`config.mk`:
```
export PLATFORM = sky130hd
export DESIGN_NAME = signed_acc_register
export DESIGN_NICKNAME = d
export VERILOG_FILES = /design/src/rtl/acc_pkg.sv /design/src/rtl/acc_add_ovf.sv /design/src/rtl/signed_acc_register.sv
export SDC_FILE = /design/constraint.sdc
export NUM_CORES = 1
export LEC_CHECK = 0
export ABC_AREA = 1
export BUFFER_PORTS_ARGS = -buffer_cell sky130_fd_sc_hd__clkbuf_2
export CAP_MARGIN = 20
export CORE_MARGIN = 2
export CORE_UTILIZATION = 57
export DETAILED_ROUTE_END_ITERATION = 10
export GPL_ROUTABILITY_DRIVEN = 1
export PLACE_DENSITY = 0.93
export SETUP_SLACK_MARGIN = 0.4
export SLEW_MARGIN = 20
export SYNTH_ARGS = -nofsm -noshare
export SYNTH_HDL_FRONTEND = slang
export SYNTH_SLANG_ARGS = --single-unit
```
`constraint.sdc`:
```
create_clock -name clk -period 3.5 [get_ports clk]
set_input_delay 0.525 -clock clk [delete_from_list [all_inputs] [get_ports clk]]
set_output_delay 0.525 -clock clk [all_outputs]
set_load 0.05 [all_outputs]
```
`src/rtl/acc_pkg.sv`:
```
// Shared types and constants for the signed accumulator slice.
package acc_pkg;

  typedef enum logic [1:0] {
    IDLE = 2'd0,
    CALC = 2'd1,
    OUT  = 2'd2
  } acc_state_t;

  localparam int ACC_WIDTH = 8;
  localparam int CNT_WIDTH = 4;

  // Signed saturation limits at ACC_WIDTH bits.
  localparam logic [ACC_WIDTH-1:0] ACC_MAX = {1'b0, {(ACC_WIDTH-1){1'b1}}};
  localparam logic [ACC_WIDTH-1:0] ACC_MIN = {1'b1, {(ACC_WIDTH-1){1'b0}}};

endpackage

```
`src/rtl/acc_add_ovf.sv`:
```
// Combinational signed adder with overflow detect.
// Optional macro ACC_SATURATE_EN: clamp to the signed limit on overflow
// instead of two's-complement wrap-around.
module acc_add_ovf #(
  parameter int WIDTH = 8
) (
  input  logic [WIDTH-1:0] acc,
  input  logic [WIDTH-1:0] op,
  output logic [WIDTH-1:0] sum,
  output logic             ovf_now
);

  localparam logic [WIDTH-1:0] SAT_MAX = {1'b0, {(WIDTH-1){1'b1}}};
  localparam logic [WIDTH-1:0] SAT_MIN = {1'b1, {(WIDTH-1){1'b0}}};

  logic [WIDTH-1:0] raw;

  // Add, detect same-sign overflow, optionally saturate.
  always_comb begin
    raw     = acc + op;
    ovf_now = (acc[WIDTH-1] == op[WIDTH-1]) && (raw[WIDTH-1] != acc[WIDTH-1]);
`ifdef ACC_SATURATE_EN
    if (ovf_now) begin
      sum = op[WIDTH-1] ? SAT_MIN : SAT_MAX;
    end else begin
      sum = raw;
    end
`else
    sum = raw;
`endif
  end

endmodule

```
`src/rtl/signed_acc_register.sv`:
```
// Signed accumulator stage with valid/ready handshake, sticky overflow
// flag and wrapping operation counter. Saturation is selected by the
// ACC_SATURATE_EN macro inside acc_add_ovf.
module signed_acc_register
  import acc_pkg::*;
#(
  parameter int WIDTH     = acc_pkg::ACC_WIDTH,
  parameter int CNT_WIDTH = acc_pkg::CNT_WIDTH
) (
  input  logic                 clk,
  input  logic                 rst_n,
  input  logic                 clear,
  input  logic                 in_valid,
  output logic                 in_ready,
  input  logic [WIDTH-1:0]     in_data,
  output logic                 out_valid,
  input  logic                 out_ready,
  output logic [WIDTH-1:0]     acc_out,
  output logic                 zero,
  output logic                 overflow,
  output logic [CNT_WIDTH-1:0] op_count
);

  acc_state_t           state_q;
  acc_state_t           state_d;
  logic [WIDTH-1:0]     acc;
  logic [WIDTH-1:0]     op_reg;
  logic [WIDTH-1:0]     sum;
  logic                 ovf_now;

  acc_add_ovf #(.WIDTH(WIDTH)) u_add (
    .acc     (acc),
    .op      (op_reg),
    .sum     (sum),
    .ovf_now (ovf_now)
  );

  // State register.
  always_ff @(posedge clk or negedge rst_n) begin
    if (!rst_n) begin
      state_q <= IDLE;
    end else begin
      state_q <= state_d;
    end
  end

  // Next-state and handshake outputs; clear overrides everything.
  always_comb begin
    state_d   = state_q;
    in_ready  = 1'b0;
    out_valid = 1'b0;
    unique case (state_q)
      IDLE: begin
        in_ready = !clear;
        if (in_valid && !clear) state_d = CALC;
      end
      CALC: state_d = OUT;
      OUT: begin
        out_valid = 1'b1;
        if (out_ready) state_d = IDLE;
      end
      default: state_d = IDLE;
    endcase
    if (clear) begin
      state_d   = IDLE;
    end
  end

  // Datapath registers: operand capture, accumulate, flags, counter.
  always_ff @(posedge clk or negedge rst_n) begin
    if (!rst_n) begin
      acc      <= '0;
      op_reg   <= '0;
      overflow <= 1'b0;
      op_count <= '0;
    end else if (clear) begin
      acc      <= '0;
      overflow <= 1'b0;
      op_count <= '0;
    end else begin
      if (state_q == IDLE && in_valid) begin
        op_reg <= in_data;
      end
      if (state_q == CALC) begin
        acc      <= sum;
        overflow <= overflow | ovf_now;
        op_count <= op_count + 1'b1;
      end
    end
  end

  assign acc_out = acc;
  assign zero    = (acc == '0);

endmodule

```
Word-level counts from Yosys, hierarchy flattened
Cells that the tools add are included.
W data, S select, Z words.
{"block": "totals", "ff_bits": 23, "in_bits": 13, "output_inout_bits": 16, "wordCells": 36}
{"block": "classes", "add_sub_neg": 2, "eq_ne": 6, "mux": 12, "n_bitwise": 2, "n_reduce_logical": 9}
{"operator": "$mux W8", "n": 2}
{"operator": "$add A8 B8 Y8", "n": 1}
{"operator": "$logic_not A8 Y1", "n": 1}
{"operator": "$mux W4", "n": 2}
{"operator": "$mux W2", "n": 3}
{"operator": "$ne A3 B3 Y1 const B", "n": 2}
{"operator": "$pmux W2 S3", "n": 1}
{"operator": "$add A4 B1 Y4 const B", "n": 1}
{"operator": "$mux W1", "n": 4}
{"operator": "$reduce_and A2 Y1", "n": 2}
{"operator": "$logic_and A1 B1 Y1", "n": 3}
{"operator": "$eq A2 B1 Y1 const B", "n": 1}
{"operator": "$eq A2 B2 Y1 const B", "n": 1}
{"operator": "$logic_not A2 Y1", "n": 1}
{"operator": "$reduce_bool A2 Y1", "n": 1}
{"operator": "$eq A1 B1 Y1", "n": 1}
{"operator": "$logic_not A1 Y1", "n": 1}
{"operator": "$ne A1 B1 Y1", "n": 1}
{"operator": "$not A1 Y1", "n": 1}
{"operator": "$or A1 B1 Y1", "n": 1}

Depth between registers and ports, before layout
Gate-level depths: netlist (run 1).
{"block": "depth", "depth_word": 6, "depth_mapped": 8, "mapped_depth_nobuf": 8}

By module
Synthesis (run 1) repeated with hierarchy kept, for this count alone.
{"block": "unflattened", "hier_cells": 173, "hier_area_um2": 1333.8}
{"mod": "signed_acc_register", "instances": 1, "cells_per_inst": 113, "area_each_um2": 978.4, "seq_area_each_um2": 575.6}
{"mod": "acc_add_ovf", "instances": 1, "cells_per_inst": 60, "area_each_um2": 355.3, "seq_area_each_um2": 0.0}

Least setup slack after synthesis (run 1)
Ideal clock, no wire load.
{"block": "synth_timing", "kind": "reg-to-output", "start": "register acc[4] (netlist: acc_out[4])", "end": "output zero", "arrival_time_ns": 2.429, "t_required_ns": 2.975, "setup_slack_ns": 0.546, "stages_incl_launch_ff": 3, "path_buffers": 0, "path_cell_list": "dfrtp_1 -> or2_2 -> nor4_1"}
{"block": "synth_between", "elab_chain_cells": 1}
{"element": "start, declared", "line_no": "signed_acc_register.sv:26", "rtl": "logic [WIDTH-1:0] acc;"}
{"element": "start signal, assigned", "line_no": "signed_acc_register.sv:85", "rtl": "acc <= sum;"}
{"element": "$logic_not A8 Y1", "line_no": "signed_acc_register.sv:93", "rtl": "assign zero = (acc == '0);"}
{"element": "end, declared", "line_no": "signed_acc_register.sv:19", "rtl": "output logic zero,"}
No other way between the ends.

Worst setup path after layout (run 1)
Same ends and word-level chain as after synthesis.

==> run summary, run 1 <==
Status = completed
Synthesized cell area = 0.00133 sq mm
Share of the synthesized area in the top cell type = 43.2%
Crit path launch type = flop
Die H = 52.4 um
# resized after CTS = 0
CTS buffer count = 3
Filler cells = 188
Crit path time final = 2.32 ns
Hold Buf Count CTS = 0
Drt via density = 5.36
Achievable Freq = 431 MHz
Worst R2R End = acc_out[4]
DRC Markers = 0
Initial antenna violation count = 0
Die W = 52.4 um
Synth warn = 0
Critical Path Max Stage Delay = 0.44 ns
Port bufs = 28
Synth cell types = 28
P_leak = 0.881 nW
Pwr Density = 465 mW/mm^2
Post-CTS setup buffer count = 0
Final WL = 2910 um
Diode count = 0
Routability Congestion = 0.825
R2R cell count = 7
Area growth syn-to-layout = 14.4%
Max transition margin = 61.4%
Longest Clk Path Bufs = 2
Synth area leader = dfrtp_1
CP bufs+invs = 1
Worst reg-to-reg setup slack = 1.92 ns
Worst path cell trace = or2_2 -> nor4_1 -> clkbuf_2
Area of the multi-input gates = 656 sq um
Worst setup EP type = output pin
Tot Pwr = 0.708 mW
Final hold vios = 0
Routed Antenna Nets = 0
Pre-CTS WS = 1.67 ns
Die area = 0.00274 sq mm
Clock Latency Late Sink = 0.32 ns
Final Cell Area = 0.00152 sq mm
Vias = 1,201
Setup violations, final = 0
Reg-to-Reg Start = acc_out[0]
Sequential cell area = 576 sq um
CP Max Fanout = 4
CTS tree = yes
WS Path Type = reg -> out
Sequential share of the synthesized area = 43.2%
Largest net degree at the start of global routing = 24
RSZ-0062 raised after global routing = no
Final max-slew violation count = 0
Largest cells by area after synthesis = dfrtp_1 (43%), nand2_1 (17%), ha_1 (7.5%)
Initial DRC count = 20
Worst hold path class = in -> async
Part of the cycle the worst path needs = 66.3%
H-tree depth = 1
Root buf cell = clkbuf_4
Worst Clk Skew = 0.00556 ns
First-pass GRT wire length = 5170 um
Drt first pass iters = 4
Vias in the first global route = 1,209
Hold WS = 0.172 ns
Clock sink count = 23
WP depth = 3
Max VDD drop = 0.368 mV
Slew @ Worst Pin = 0.580 ns
Rows = 17
Drt wl/cell = 13.0 um
Placement Cell Area = 0.00150 sq mm
CP max stage cell = dfrtp_1
# IOs = 29
Core region area = 0.00221 sq mm
Max_cap viols = 0
Clock slew at reported path FFs = 0.14 ns
Dpl hpwl = 2300 um
Initial Util = 60.2%
Total track usage = 25.7%
Final nets = 219
Layout cells sized above 1 = 26.0%
Arrival time at the worst endpoint = 1.79 ns
Synth Instances = 165
CP required = 2.97 ns
Sum Neg Setup Slack = 0 ns
Final setup margin = 1.18 ns
Flops & latches, synth = 23
Net count after synthesis = 187
Cell class contributing the biggest share of worst-path delay = simple AND/OR/NAND/NOR gates
Avg Cell Area, Syn = 8.08 sq um
Grt total ovfl = 0
## cell type report
type	count	share of cell area, %
clock buffers	3	1.48
clock inverters	1	0.328
inverters	22	5.91
multi-input cells	119	43.0
flip-flops and latches	23	37.8
well taps	28	2.30
repair buffers	28	9.20
## per-layer routing
layer  global-route usage, %  part of all wire (%)  vias up
met5                       0                     0        -
met4                    12.4                   2.7        0
met3                    6.00                   6.0       15
met2                    45.6                    52       51
met1                    28.5                    40      556
li1                        -                     -      579
## cells in the final DEF, fill, tap and decap left out, drive strengths merged, types with 2 or more instances in the layout
cell type	synthesis	layout
clkbuf	0	31
nand3	12	12
nand4	2	2
ha	8	8
nor2	11	11
o22ai	2	2
a21oi	5	5
xnor2	2	2
nand2	68	68
o21ai	4	4
inv	22	22
dfrtp	23	23
or2	2	2
## power breakdown
part           switching (mW)  internal (mW)
registers              0.0293          0.297
logic                   0.178         0.0742
clock network          0.0869         0.0428
total                   0.294          0.414
## how the worst max path moves through the flow
stage / startpoint / end / slack, ns
finish: acc_out[4] / zero / 1.18
global route: acc_out[4] / zero / 1.11
CTS: acc_out[4] / zero / 1.30
detailed placement: acc_out[4] / zero / 1.67
global placement: acc_out[4] / zero / 1.76
floorplan: acc_out[4] / zero / 0.55
## metrics by stage
stage / utilization (%) / std cells
after global placement: 67.6 / 220
final: 68.9 / 224
after global routing: 68.9 / 224
after CTS: 68.9 / 224
after floorplan: - / 165
after detailed placement: 67.6 / 220
## cell families (layout without fill, tap and decap cells)
kind of cell	Yosys count	in the layout	share of synthesized area [%]
flip-flops	23	23	43.2
buffers and inverters	23	54	7.61
XOR/XNOR	2	2	1.31
AND/OR/NAND/NOR	96	96	32.8
adder cells (fa/ha/maj)	9	9	9.01
AO/OA/AOI/OAI	12	12	6.10
## cells in the mapped netlist
cell type,number
o22ai_1,2
or2_1,1
nor2_2,1
or2_2,1
nor2_1,9
inv_6,1
inv_1,17
nand3_2,1
ha_1,8
a22o_1,1
inv_4,1
nand4_1,2
nand2_2,7
o21ai_1,1
nand2_1,60
inv_2,3
nor4_1,1
a21oi_1,3
nor2_4,1
dfrtp_1,23
a21oi_2,1
buf_6,1
a21oi_4,1
o21ai_0,3
xnor2_1,2
nand3_1,11
nand2_8,1
fa_1,1
No activity file was read; power rests on OpenSTA's default activity.
==> run 2: changes to the inputs <==
CORE_UTILIZATION = 48   (was 57)
PLACE_DENSITY = 0.85   (was 0.93)
clock period = 2 ns   (was 3.5 ns; I/O delays follow)
==> run 2 against run 1 <==
Against the previous run:
- total power is 83% higher
- design area is 9.8% higher
- critical path depth stayed put
- combinational power is 96% higher
- largest power group unchanged
- sequential power is 77% higher
- first-iteration DRC count is 45% higher
- critical endpoint unchanged
==> run summary, run 2 (synthesized netlist as in run 1, its figures left out) <==
R2R cell count = 6 (was 7)
# IOs = 29 (unchanged)
Max transition margin = 60.5% (was 61.4%)
Pwr Density = 774 mW/mm^2 (was 465 mW/mm^2)
RSZ-0062 raised after global routing = yes (was no)
Final nets = 226 (was 219)
Part of the cycle the worst path needs = 86.5%
Drt via density = 4.97 (was 5.36)
Drt wl/cell = 12.3 um (was 13.0 um)
Diode count = 0 (unchanged)
Clock sink count = 23 (unchanged)
Slew @ Worst Pin = 0.592 ns (was 0.580 ns)
Util after Layout = 62.3% (was 68.9%)
Clock Latency Late Sink = 0.32 ns (about the same)
Worst setup EP type = output pin (unchanged)
Filler cells = 249 (was 188)
Hold WS = 0.160 ns (was 0.172 ns)
Worst Clk Skew = 0.00231 ns (was 0.00556 ns)
Commonest cells after routing, fill and taps aside = nand2_1 (58), clkbuf_2 (26), dfrtp_1 (15) (was nand2_1 (60), clkbuf_2 (28), dfrtp_1 (23))
H-tree depth = 1 (unchanged)
Final hold vios = 0 (unchanged)
Setup violations, final = 0 (unchanged)
Final WL = 2890 um (was 2910 um)
Grt total ovfl = 0 (unchanged)
Root buf cell = clkbuf_4 (unchanged)
Total track usage = 18.7% (was 25.7%)
Die H = 56.7 um (was 52.4 um)
Clock slew at reported path FFs = 0.13 ns (was 0.14 ns)
CTS buffer count = 3 (unchanged)
Drt first pass iters = 4 (unchanged)
Core region area = 0.00269 sq mm (was 0.00221 sq mm)
Vias in the first global route = 1,106 (was 1,209)
Arrival time at the worst endpoint = 1.43 ns (was 1.79 ns)
DRC Markers = 0 (unchanged)
Rows = 19 (was 17)
Status = completed (unchanged)
Routability Congestion = 0.810 (was 0.825)
Final setup margin = 0.270 ns (was 1.18 ns)
Initial DRC count = 29 (was 20)
Layout cells sized above 1 = 36.9% (was 26.0%)
CTS tree = yes (unchanged)
Die area = 0.00321 sq mm (was 0.00274 sq mm)
Worst hold path class = in -> reg (was in -> async)
CP Max Fanout = 2 (was 4)
P_leak = 0.919 nW (was 0.881 nW)
Area growth syn-to-layout = 25.5% (was 14.4%)
Pre-CTS WS = 0.475 ns (was 1.67 ns)
Die W = 56.7 um (was 52.4 um)
Tot Pwr = 1.29 mW (was 0.708 mW)
Crit path time final = 1.73 ns
Commonest non-fill, non-tap cell in the layout = nand2_1 (unchanged)
Crit path launch type = flop (unchanged)
Max_cap viols = 0 (unchanged)
Port bufs = 28 (unchanged)
Initial Util = 49.6% (was 60.2%)
WS Path Type = reg -> out (unchanged)
Achievable Freq = 578 MHz
Routed Antenna Nets = 0 (unchanged)
First-pass GRT wire length = 4670 um (was 5170 um)
Dpl hpwl = 1960 um (was 2300 um)
Max VDD drop = 0.503 mV (was 0.368 mV)
Vias = 1,164 (was 1,201)
Largest net degree at the start of global routing = 24 (unchanged)
Longest Clk Path Bufs = 2 (unchanged)
Initial antenna violation count = 0 (unchanged)
Sum Neg Setup Slack = 0 ns (unchanged)
CP required = 1.70 ns (was 2.97 ns)
Hold path depth = 3
Final max-slew violation count = 0 (unchanged)
run 2: cell count changes in the layout (fill, tap and decap cells not counted), moves of 2 or more:
cell / change
nand2_2: +2
ha_4: +2
dfrtp_1: -8
buf_4: +5
clkbuf_2: -2
ha_1: -2
dfrtp_2: +8
inv_2: +3
inv_1: -3
buf_6: +2
nand2_1: -2
run 2: final timing paths:
| kind | from | to | slack [ns] |
|---|---|---|---|
| max | acc_out[7] | zero | 0.27 |
| min | in_data[7] | op_reg[7] | 0.16 |
| max reg2reg | acc_out[0] | acc_out[2] | 0.36 |
| min reg2reg | overflow | overflow | 0.50 |
| max in group asynchronous | rst_n | acc_out[0] | 1.08 |
| min in group asynchronous | rst_n | acc_out[5] | 0.50 |
run 2: layout make-up:
cell class | count | area, sq um | share of cell area (%)
inverters | 22 | 90.1 | 5.39
well taps | 31 | 38.8 | 2.32
flip-flops and latches | 23 | 586 | 35.0
multi-input cells | 119 | 718 | 42.9
clock buffers | 4 | 26.3 | 1.57
repair buffers | 35 | 214 | 12.8
run 2: power breakdown:
part	internal [mW]	switching (mW)	total (mW)
Sequential	0.522	0.0544	0.576
Combinational	0.176	0.318	0.495
Clock	0.0782	0.145	0.223
run 2: repair_timing:
action                                  in CTS  in global routing
hold buffers                                 1                  0
endpoints found under the hold margin       23                  0
gates cloned                                 0                  0
pin swaps                                    3                  5
endpoints found under the setup margin       2                  8
resized for setup                            3                 10
buffers inserted                             4                  2
run 2: critical path, stage by stage (launching register included):
cell and delay (ns):
dfrtp_2 0.43, or2_4 0.26, nor4_4 0.20, clkbuf_8 0.22
run 2: per-stage QoR:
step,area (sq um),std cells
after global routing,1670,234
after CTS,1610,232
final,1670,234
after floorplan,1360,165
after global placement,1530,223
after detailed placement,1530,223
run 2: metal layers:
layer / track usage [%] / wire, um / vias to the layer above
met1: 24.9 / 1310 / 520
met5: 0 / 0 / -
met3: 2.76 / 141 / 9
li1: - / - / 597
met4: 9.86 / 81 / 0
met2: 29.4 / 1360 / 38
